--- src/rtl/mini_src_control_unit_if.sv ---
// Control bundle between the hardwired control unit and the single-bus
// datapath: IR contents and run controls in, bus/register/memory strobes out.
interface mini_src_control_unit_if;
  logic [31:0] ir;
  logic        start;
  logic        stop;
  logic [31:0] enc_input;
  logic [31:0] reg_enable;
  logic [5:0]  ALU_Sel;
  logic        read;
  logic        write;
  logic        incPC;
  logic        Gra;
  logic        Grb;
  logic        Grc;
  logic        Rin;
  logic        Rout;
  logic        BAout;
  logic        conIn;
  logic        run;
  logic        illegal;

  modport master (
    input  ir, start, stop,
    output enc_input, reg_enable, ALU_Sel, read, write, incPC,
           Gra, Grb, Grc, Rin, Rout, BAout, conIn, run, illegal
  );

  modport slave (
    output ir, start, stop,
    input  enc_input, reg_enable, ALU_Sel, read, write, incPC,
           Gra, Grb, Grc, Rin, Rout, BAout, conIn, run, illegal
  );
endinterface

--- src/rtl/mini_src_control_unit.sv ---
// Hardwired Moore control unit for the mini SRC single-bus datapath.
// Sequences fetch and execute for ld, ldi, st, add, sub, and, or, addi,
// nop and halt. Outputs decode from registered state only.
// Optional feature macro: ILLEGAL_TRAP_EN -- when defined, an unlisted
// opcode sets the sticky illegal flag and halts; otherwise it runs as nop.
module mini_src_control_unit #(
  parameter int unsigned MEM_WAIT = 1,
  parameter int unsigned OP_W     = 5
) (
  input logic                     clock,
  input logic                     clr,
  mini_src_control_unit_if.master bus
);

  // bus source / register enable bit positions
  localparam int unsigned B_Z   = 19;
  localparam int unsigned B_PC  = 20;
  localparam int unsigned B_IR  = 21;
  localparam int unsigned B_MDR = 22;
  localparam int unsigned B_MAR = 23;
  localparam int unsigned B_Y   = 24;
  localparam int unsigned B_C   = 25;

  localparam logic [OP_W-1:0] OP_LD   = OP_W'(5'b00000);
  localparam logic [OP_W-1:0] OP_LDI  = OP_W'(5'b00001);
  localparam logic [OP_W-1:0] OP_ST   = OP_W'(5'b00010);
  localparam logic [OP_W-1:0] OP_ADD  = OP_W'(5'b00011);
  localparam logic [OP_W-1:0] OP_SUB  = OP_W'(5'b00100);
  localparam logic [OP_W-1:0] OP_AND  = OP_W'(5'b00101);
  localparam logic [OP_W-1:0] OP_OR   = OP_W'(5'b00110);
  localparam logic [OP_W-1:0] OP_ADDI = OP_W'(5'b01100);
  localparam logic [OP_W-1:0] OP_NOP  = OP_W'(5'b11010);
  localparam logic [OP_W-1:0] OP_HALT = OP_W'(5'b11011);

  localparam logic [3:0] WAIT_LOAD = 4'(MEM_WAIT);

  typedef enum logic [4:0] {
    IDLE, F0, F1, FW, F2, F3,
    E3A, E4A, E5A, M1, MW, M2, M3, S1, S2,
    E3R, E4R, E5R, E3I, E4I, E5I,
    HALT
  } state_t;

  state_t          state, state_n, done_tgt;
  logic [3:0]      cnt, cnt_n;
  logic [OP_W-1:0] op_q, op_n;
  logic            illegal_q, ill_n;
  logic [OP_W-1:0] opcode;

  assign opcode = bus.ir[31 -: OP_W];

  // state, wait counter, latched opcode and sticky illegal flag
  always_ff @(posedge clock or negedge clr) begin
    if (!clr) begin
      state     <= IDLE;
      cnt       <= '0;
      op_q      <= '0;
      illegal_q <= 1'b0;
    end else begin
      state     <= state_n;
      cnt       <= cnt_n;
      op_q      <= op_n;
      illegal_q <= ill_n;
    end
  end

  // next-state, counter and opcode latch; opcode is captured at F3 so the
  // execute states never depend combinationally on ir
  always_comb begin
    state_n  = state;
    cnt_n    = cnt;
    op_n     = op_q;
    ill_n    = illegal_q;
    done_tgt = bus.stop ? IDLE : F0;
    unique case (state)
      IDLE, HALT: if (bus.start) state_n = F0;
      F0: state_n = F1;
      F1: begin
        cnt_n   = WAIT_LOAD;
        state_n = (MEM_WAIT > 0) ? FW : F2;
      end
      FW: begin
        cnt_n = cnt - 4'd1;
        if (cnt <= 4'd1) state_n = F2;
      end
      F2: state_n = F3;
      F3: begin
        op_n = opcode;
        if (opcode == OP_LD || opcode == OP_LDI || opcode == OP_ST)
          state_n = E3A;
        else if (opcode == OP_ADD || opcode == OP_SUB ||
                 opcode == OP_AND || opcode == OP_OR)
          state_n = E3R;
        else if (opcode == OP_ADDI)
          state_n = E3I;
        else if (opcode == OP_NOP)
          state_n = done_tgt;
        else if (opcode == OP_HALT)
          state_n = HALT;
        else begin
`ifdef ILLEGAL_TRAP_EN
          ill_n   = 1'b1;
          state_n = HALT;
`else
          state_n = done_tgt;
`endif
        end
      end
      E3A: state_n = E4A;
      E4A: state_n = E5A;
      E5A: begin
        if (op_q == OP_LD)      state_n = M1;
        else if (op_q == OP_ST) state_n = S1;
        else                    state_n = done_tgt;
      end
      M1: begin
        cnt_n   = WAIT_LOAD;
        state_n = (MEM_WAIT > 0) ? MW : M2;
      end
      MW: begin
        cnt_n = cnt - 4'd1;
        if (cnt <= 4'd1) state_n = M2;
      end
      M2: state_n = M3;
      M3: state_n = done_tgt;
      S1: begin
        cnt_n   = WAIT_LOAD;
        state_n = S2;
      end
      // S2 holds write for MEM_WAIT+1 cycles
      S2: begin
        if (cnt == 4'd0) state_n = done_tgt;
        else             cnt_n   = cnt - 4'd1;
      end
      E3R: state_n = E4R;
      E4R: state_n = E5R;
      E5R: state_n = done_tgt;
      E3I: state_n = E4I;
      E4I: state_n = E5I;
      E5I: state_n = done_tgt;
      default: state_n = IDLE;
    endcase
  end

  // Moore output decode from the registered state
  always_comb begin
    bus.enc_input  = '0;
    bus.reg_enable = '0;
    bus.ALU_Sel    = '0;
    bus.read       = 1'b0;
    bus.write      = 1'b0;
    bus.incPC      = 1'b0;
    bus.Gra        = 1'b0;
    bus.Grb        = 1'b0;
    bus.Grc        = 1'b0;
    bus.Rin        = 1'b0;
    bus.Rout       = 1'b0;
    bus.BAout      = 1'b0;
    bus.run        = 1'b1;
    unique case (state)
      IDLE, HALT: bus.run = 1'b0;
      F0: begin
        bus.enc_input[B_PC]   = 1'b1;
        bus.reg_enable[B_MAR] = 1'b1;
        bus.reg_enable[B_Z]   = 1'b1;
        bus.incPC             = 1'b1;
      end
      F1: begin
        bus.enc_input[B_Z]   = 1'b1;
        bus.reg_enable[B_PC] = 1'b1;
        bus.read             = 1'b1;
      end
      FW, M1, MW: bus.read = 1'b1;
      F2, M2: begin
        bus.read              = 1'b1;
        bus.reg_enable[B_MDR] = 1'b1;
      end
      F3: begin
        bus.enc_input[B_MDR] = 1'b1;
        bus.reg_enable[B_IR] = 1'b1;
      end
      E3A: begin
        bus.Grb             = 1'b1;
        bus.BAout           = 1'b1;
        bus.reg_enable[B_Y] = 1'b1;
      end
      E4A, E4I: begin
        bus.enc_input[B_C]  = 1'b1;
        bus.reg_enable[B_Z] = 1'b1;
      end
      E5A: begin
        bus.enc_input[B_Z] = 1'b1;
        if (op_q == OP_LD || op_q == OP_ST) begin
          bus.reg_enable[B_MAR] = 1'b1;
        end else begin
          bus.Gra = 1'b1;
          bus.Rin = 1'b1;
        end
      end
      M3: begin
        bus.enc_input[B_MDR] = 1'b1;
        bus.Gra              = 1'b1;
        bus.Rin              = 1'b1;
      end
      S1: begin
        bus.Gra               = 1'b1;
        bus.Rout              = 1'b1;
        bus.reg_enable[B_MDR] = 1'b1;
      end
      S2: bus.write = 1'b1;
      E3R, E3I: begin
        bus.Grb             = 1'b1;
        bus.Rout            = 1'b1;
        bus.reg_enable[B_Y] = 1'b1;
      end
      E4R: begin
        bus.Grc             = 1'b1;
        bus.Rout            = 1'b1;
        bus.reg_enable[B_Z] = 1'b1;
        bus.ALU_Sel         = 6'(op_q - OP_ADD);
      end
      E5R, E5I: begin
        bus.enc_input[B_Z] = 1'b1;
        bus.Gra            = 1'b1;
        bus.Rin            = 1'b1;
      end
      default: bus.run = 1'b0;
    endcase
  end

  assign bus.conIn   = 1'b0;
  assign bus.illegal = illegal_q;

endmodule

--- src/flat_wrapper.sv ---
// flat-port wrapper written by rule: the top's interface ports become plain ports
module mini_src_control_unit_flat 
#(
  parameter int unsigned MEM_WAIT = 1,
  parameter int unsigned OP_W     = 5
)
  (clock, clr, bus_ir, bus_start, bus_stop, bus_enc_input, bus_reg_enable, bus_ALU_Sel, bus_read, bus_write, bus_incPC, bus_Gra, bus_Grb, bus_Grc, bus_Rin, bus_Rout, bus_BAout, bus_conIn, bus_run, bus_illegal);
  mini_src_control_unit_if bus_i ();
  input logic clock;
  input logic clr;
  input wire logic [$bits(bus_i.ir)-1:0] bus_ir;
  input wire logic [$bits(bus_i.start)-1:0] bus_start;
  input wire logic [$bits(bus_i.stop)-1:0] bus_stop;
  output wire logic [$bits(bus_i.enc_input)-1:0] bus_enc_input;
  output wire logic [$bits(bus_i.reg_enable)-1:0] bus_reg_enable;
  output wire logic [$bits(bus_i.ALU_Sel)-1:0] bus_ALU_Sel;
  output wire logic [$bits(bus_i.read)-1:0] bus_read;
  output wire logic [$bits(bus_i.write)-1:0] bus_write;
  output wire logic [$bits(bus_i.incPC)-1:0] bus_incPC;
  output wire logic [$bits(bus_i.Gra)-1:0] bus_Gra;
  output wire logic [$bits(bus_i.Grb)-1:0] bus_Grb;
  output wire logic [$bits(bus_i.Grc)-1:0] bus_Grc;
  output wire logic [$bits(bus_i.Rin)-1:0] bus_Rin;
  output wire logic [$bits(bus_i.Rout)-1:0] bus_Rout;
  output wire logic [$bits(bus_i.BAout)-1:0] bus_BAout;
  output wire logic [$bits(bus_i.conIn)-1:0] bus_conIn;
  output wire logic [$bits(bus_i.run)-1:0] bus_run;
  output wire logic [$bits(bus_i.illegal)-1:0] bus_illegal;
  assign bus_i.ir = bus_ir;
  assign bus_i.start = bus_start;
  assign bus_i.stop = bus_stop;
  assign bus_enc_input = bus_i.enc_input;
  assign bus_reg_enable = bus_i.reg_enable;
  assign bus_ALU_Sel = bus_i.ALU_Sel;
  assign bus_read = bus_i.read;
  assign bus_write = bus_i.write;
  assign bus_incPC = bus_i.incPC;
  assign bus_Gra = bus_i.Gra;
  assign bus_Grb = bus_i.Grb;
  assign bus_Grc = bus_i.Grc;
  assign bus_Rin = bus_i.Rin;
  assign bus_Rout = bus_i.Rout;
  assign bus_BAout = bus_i.BAout;
  assign bus_conIn = bus_i.conIn;
  assign bus_run = bus_i.run;
  assign bus_illegal = bus_i.illegal;
  mini_src_control_unit #(.MEM_WAIT(MEM_WAIT), .OP_W(OP_W)) u_core (.clock(clock), .clr(clr), .bus(bus_i));
endmodule
--- config.mk ---
export PLATFORM = sky130hd
export DESIGN_NAME = mini_src_control_unit_flat
export DESIGN_NICKNAME = d
export VERILOG_FILES = /design/src/rtl/mini_src_control_unit_if.sv /design/src/rtl/mini_src_control_unit.sv /design/src/flat_wrapper.sv
export SDC_FILE = /design/constraint.sdc
export NUM_CORES = 1
export LEC_CHECK = 0
export BUFFER_PORTS_ARGS = -buffer_cell sky130_fd_sc_hd__buf_4
export CORE_MARGIN = 5
export CORE_UTILIZATION = 44
export DETAILED_ROUTE_END_ITERATION = 7
export HOLD_SLACK_MARGIN = 0.03
export PLACE_DENSITY = 0.94
export SLEW_MARGIN = 40
export SYNTH_ARGS = -nofsm -noshare
export SYNTH_HDL_FRONTEND = slang
export SYNTH_SLANG_ARGS = --single-unit
--- constraint.sdc ---
create_clock -name clock -period 2.71 [get_ports clock]
set_clock_uncertainty 0.05 [all_clocks]
set_input_delay 0.813 -clock clock [delete_from_list [all_inputs] [get_ports clock]]
set_output_delay 0.813 -clock clock [all_outputs]
set_load 0.01 [all_outputs]
## Yosys cells after proc, flatten, opt, wreduce, memory -nomap -nowiden

Cells that the tools add are included.

| storage, ports and cells | value |
|---|---|
| latch bits | 0 |
| bits in writable memories | 0 |
| bits in read-only memories | 0 |
| memories kept | 0 |
| word-level logic and storage cells | 105 |
| input bits | 36 |
| register bits after elaboration | 14 |

| operators by class | value |
|---|---|
| equal/unequal tests | 36 |
| multiplexer cells | 36 |
| add/sub/neg operators | 2 |
| divide/modulo/power cells | 0 |
| magnitude comparators | 1 |
| shifts and indexed selects | 0 |
| reductions and logical operators | 27 |
| multiply operators | 0 |
| bitwise logic cells | 0 |

Operators by type and width:

| cell | number |
|---|---|
| $pmux W5 S19 | 1 |
| $mux W5 | 11 |
| $eq A5 B4 Y1 const B | 9 |
| $eq A5 B5 Y1 const B | 8 |
| $eq A5 B3 Y1 const B | 7 |
| $eq A5 B2 Y1 const B | 5 |
| $reduce_or A20 Y1 | 1 |
| $mux W1 | 18 |
| $reduce_or A4 Y1 | 4 |
| $logic_not A5 Y1 | 3 |
| $pmux W4 S3 | 1 |
| $reduce_or A3 Y1 | 4 |
| $eq A5 B1 Y1 const B | 2 |
| $reduce_or A2 Y1 | 4 |
| $logic_or A1 B1 Y1 | 6 |
| $mux W6 | 1 |
| $ne A2 B1 Y1 const B | 3 |
| $pmux W1 S2 | 3 |
| $reduce_or A6 Y1 | 1 |
| $sub A5 B2 Y6 const B | 1 |
| $le A4 B1 Y1 const B | 1 |
| $logic_not A4 Y1 | 1 |
| $mux W4 | 1 |
| $ne A2 B2 Y1 const B | 2 |
| other kinds (4) | 4 |

## Depth between registers and ports, before layout

| logic depth | value |
|---|---|
| depth after elaboration | 7 |
| depth in mapped cells | 7 |
| gate-level depth less buffers | 6 |

## Least setup slack after synthesis

Ideal clock, no wire load.

| path | value |
|---|---|
| kind | reg-to-output |
| from | register u_core.op_q[0] |
| to | output port bus_Gra |
| cell stages (with the launch flop) | 7 |
| data arrival time | 1.479 ns |
| path buffers | 0 |
| setup slack | 0.368 ns |
| required time | 1.847 ns |
| cells stage by stage | dfrtp_1 inv_1 ha_1 o21ai_0 a21oi_1 or3_1 a21oi_1 |

| between the ends | value |
|---|---|
| cells in the longest elaborated chain, start to end | 4 |
| elaborated cells between the ends (all ways) | 5 |
| classes of those cells | eq/ne: 1; mux: 2; reduce/logical: 2 |

Ends and longest elaborated chain:

| element | RTL line | RTL |
|---|---|---|
| start: declaration | mini_src_control_unit.sv:46 | `logic [OP_W-1:0] op_q, op_n;` |
| start signal: assignment | mini_src_control_unit.sv:62 | `op_q <= op_n;` |
| $eq A5 B2 Y1 or $logic_not A5 Y1 (tied branches) | mini_src_control_unit.sv:193 | `if (op_q == OP_LD \|\| op_q == OP_ST) begin` |
| $logic_or A1 B1 Y1 (*) | mini_src_control_unit.sv:193 |  |
| $mux W1 (*) | mini_src_control_unit.sv:193 |  |
| $pmux W1 S2 (*) | mini_src_control_unit.sv:160 | `unique case (state)` |
| end: declaration | flat_wrapper.sv:20 | `output wire logic [$bits(bus_i.Gra)-1:0] bus_Gra;` |

Every way passes the cells marked *; elsewhere a longest branch is shown, timed or not.

## Final worst setup path

| path | value |
|---|---|
| from | register u_core.op_q[1] |
| to | output port bus_Gra |

Same word-level chain as after synthesis.

==> results.rst <==
.. list-table::
   :header-rows: 1

   * - Metric
     - Value
   * - Setup_tns
     - 0 ns
   * - Flops & latches, synth
     - 14
   * - Pwr Total
     - 2.19 mW
   * - Cell type with the highest aggregate area in the netlist
     - buf_4
   * - Critical Path AT
     - 1.75 ns
   * - Io pins
     - 118
   * - Multi-input logic area
     - 1260 um2
   * - Share of Yosys cell area claimed by the top area cell type
     - 23.3%
   * - Clock Pin Slew Worst Setup and Hold Paths
     - 0.06 ns
   * - Sequential standard cell area
     - 354 um2
   * - Port-buffer cells
     - 34
   * - Gp weighted congestion
     - 0.943
   * - Period minus WS final
     - 2.62 ns
   * - Leading cell type in the layout, fill and taps excluded
     - conb_1
   * - Vias in the first global route
     - 1,646
   * - Leakage power
     - 1.01 nW
   * - CTS Buf Count
     - 3
   * - Number of instances in the synthesized netlist
     - 257
   * - Critical register-to-register path startpoint
     - u_core.state[4]$_DFFE_PN0P_
   * - Hold Fails Final Rpt
     - 0
   * - Die area
     - 5830 um2
   * - Multiplexer share of the synthesized area
     - 2.33%
   * - PwrDens
     - 1040 nW/um2
   * - Total non-filler cell area in the finished layout
     - 2110 um2
   * - Via/cell ratio
     - 5.12
   * - Worst Path Class, Setup
     - reg2out
   * - Utilization after layout
     - 48.8%
   * - Parity-gate share of the synthesized area counting xor and xnor cells
     - 4.52%
   * - CTS tree
     - built
   * - Worst setup margin
     - 0.0929 ns
   * - Post-placement worst setup slack
     - 0.0968 ns
   * - Insertion delay to the later sink of the worst-skew pair
     - 0.25 ns
   * - # nets final
     - 333
   * - Area fraction in and, or, nand and nor cells after synthesis
     - 21.8%
   * - Commonest cells after routing, fill and taps aside
     - conb_1, buf_4, nor2_1, nand2_1, a21oi_1
   * - Top FF cell, synth
     - dfrtp_1
   * - Max VDD drop
     - 333 uV
   * - Filler cell count in the final layout
     - 415
   * - Via count
     - 1,751
   * - Dominant combinational cell family by area after synthesis
     - buffers and inverters
   * - Synth unique cells
     - 58
   * - Syn Std Cell Area
     - 1940 um2
   * - Total of warnings raised by yosys
     - 0
   * - Wire length after detailed routing
     - 4670 um
   * - Post-detailed-route DRC marker count
     - 0
   * - Number of design-rule violations left by the first detailed-router iteration
     - 154
   * - Pin count of the biggest net entering global routing
     - 17
   * - Largest driver fanout on the critical path
     - 3
   * - Adder-cell share of the synthesized area
     - 3.23%
   * - Number of rows in the core area
     - 24
   * - Worst reg2reg endpoint
     - u_core.state[2]$_DFFE_PN0P_
   * - Number of H-tree branching levels
     - 1
   * - Dpl hpwl
     - 3580 um
   * - Global-route wire length before repair
     - 7520 um
   * - Highest clock frequency the design can meet
     - 0.382 GHz
   * - Average size of a mapped cell
     - 7.53 um2
   * - Total inserted antenna cells
     - 0
   * - Fraction of the yosys area taken by sequential cells
     - 18.1%
   * - Count of flip-flops with a built-in enable after synthesis
     - 0
   * - Main area contributors after synthesis
     - buf_4, dfrtp_1, a21oi_1
   * - Average wire per standard cell
     - 13.7 um
   * - Number of clock sinks
     - 14
   * - GRT Residual Overflow
     - 0
   * - Chip height
     - 76.3 um
   * - Tightest Hold Check Type
     - in2async
   * - Signed area change from the synthesized netlist to the final layout
     - 9.05%
   * - Post-detailed-placement cell area
     - 2030 um2
   * - Register-to-Register Setup Slack
     - 0.32 ns
   * - Post-DRT Antenna Nets
     - 0
   * - Finish-stage setup viols
     - 0
   * - Starting Density
     - 44.8%
   * - Worst Setup Start Kind
     - flop
   * - Fin crit share
     - 96.6%
   * - Sort of element at the end of the critical path
     - output pin
   * - Clock Path Buffers
     - 2
   * - Final slew viol count
     - 0
   * - Share of flip-flops with an asynchronous set or reset
     - 100%
   * - Die boundary width
     - 76.3 um
   * - Hold buffer count at CTS
     - 0
   * - Status
     - complete, no violations
   * - Detailed Routing Iterations Pass 1
     - 4
   * - Antenna violations before repair
     - 0
   * - Length in cells of the worst reg-to-reg path
     - 5
   * - Fraction of final layout cells sized beyond drive strength 1
     - 23.4%
   * - Floorplan Core Area
     - 4320 um2
   * - Max-Cap Viols
     - 0
   * - Area fraction in compound gates after synthesis
     - 21.5%
   * - Global-route total usage across every layer
     - 15.1%
   * - Data required time of the worst path
     - 1.85 ns
   * - CTS Root Buffer Type
     - clkbuf_8
## timing repair
item | in CTS | in global routing
endpoints found under the setup margin | 1 | 7
pin swaps | 0 | 1
setup buffers | 2 | 1
cloned | 0 | 0
gates resized for setup | 2 | 6
## cell type report
| cell class | instances | area share [%] |
|---|---|---|
| multi-input combinational | 216 | 59.7 |
| tap | 52 | 3.08 |
| timing repair buffer | 47 | 16.7 |
| inverter | 10 | 1.78 |
| sequential | 14 | 16.8 |
| clock buffer | 3 | 1.96 |
## flip-flops by register name, indices dropped and copies added (netlist names)
signal,flops
u_core.op_q,5
u_core.cnt,4
u_core.state,5
## metal layers
metal / wire, um / track usage (%) / part of all wire, % / up-vias
met4: 40 / 4.90 / 0.86 / 0
met2: 2440 / 27.7 / 52 / 80
met3: 377 / 3.55 / 8.1 / 4
met5: 0 / 0 / 0 / -
li1: - / - / - / 842
met1: 1810 / 17.0 / 39 / 825
## cell usage after synthesis, types with 6 or more instances
cell type and number:
buf_4 60, nor2_1 22, a21oi_1 17, nand2_1 17, dfrtp_1 14, inv_1 10
o21ai_0 10, nor3_1 8, buf_2 6, nand2b_1 6
## through the flow
stage | cells | hold WS, ns
global route | 342 | 0.366
global placement | 336 | 0.446
detailed placement | 336 | 0.455
finish | 342 | 0.355
CTS | 341 | 0.353
floorplan | 312 | 0.422
## cell families after synthesis
| family | after synthesis |
|---|---|
| compound gates | 60 |
| mux | 4 |
| buf+inv | 82 |
| xor+xnor | 10 |
| fa+ha+maj | 5 |
| flops | 14 |
| simple gates | 81 |
| other cells | 1 |
## how the worst max path moves through the flow
| stage | start | end | slack [ns] | cells after the start |
|---|---|---|---|---|
| floorplan | u_core.op_q[0]$_DFFE_PN0P_ | bus_Gra | 0.37 | 6 |
| global placement | u_core.op_q[0]$_DFFE_PN0P_ | bus_Gra | 0.17 | 7 |
| detailed placement | u_core.op_q[0]$_DFFE_PN0P_ | bus_Gra | 0.1 | 7 |
| CTS | u_core.state[3]$_DFFE_PN0P_ | bus_ALU_Sel[5] | 0.05 | 5 |
| global route | u_core.op_q[1]$_DFFE_PN0P_ | bus_Gra | -0.01 | 7 |
| finish | u_core.op_q[1]$_DFFE_PN0P_ | bus_Gra | 0.09 | 7 |
## worst max-delay path: stages (launching register included)
cell and delay [ns]:
dfrtp_1 0.37, inv_1 0.09, ha_2 0.20, o21ai_2 0.15
a21oi_1 0.08, or3_1 0.31, a21oi_1 0.16, buf_4 0.14
## report_power, final
group	internal (mW)	switching, mW
sequential	0.309	0.163
clock	0.0987	0.0816
combinational	0.693	0.847
total	1.10	1.09
Power figures use the tool's default switching activity.
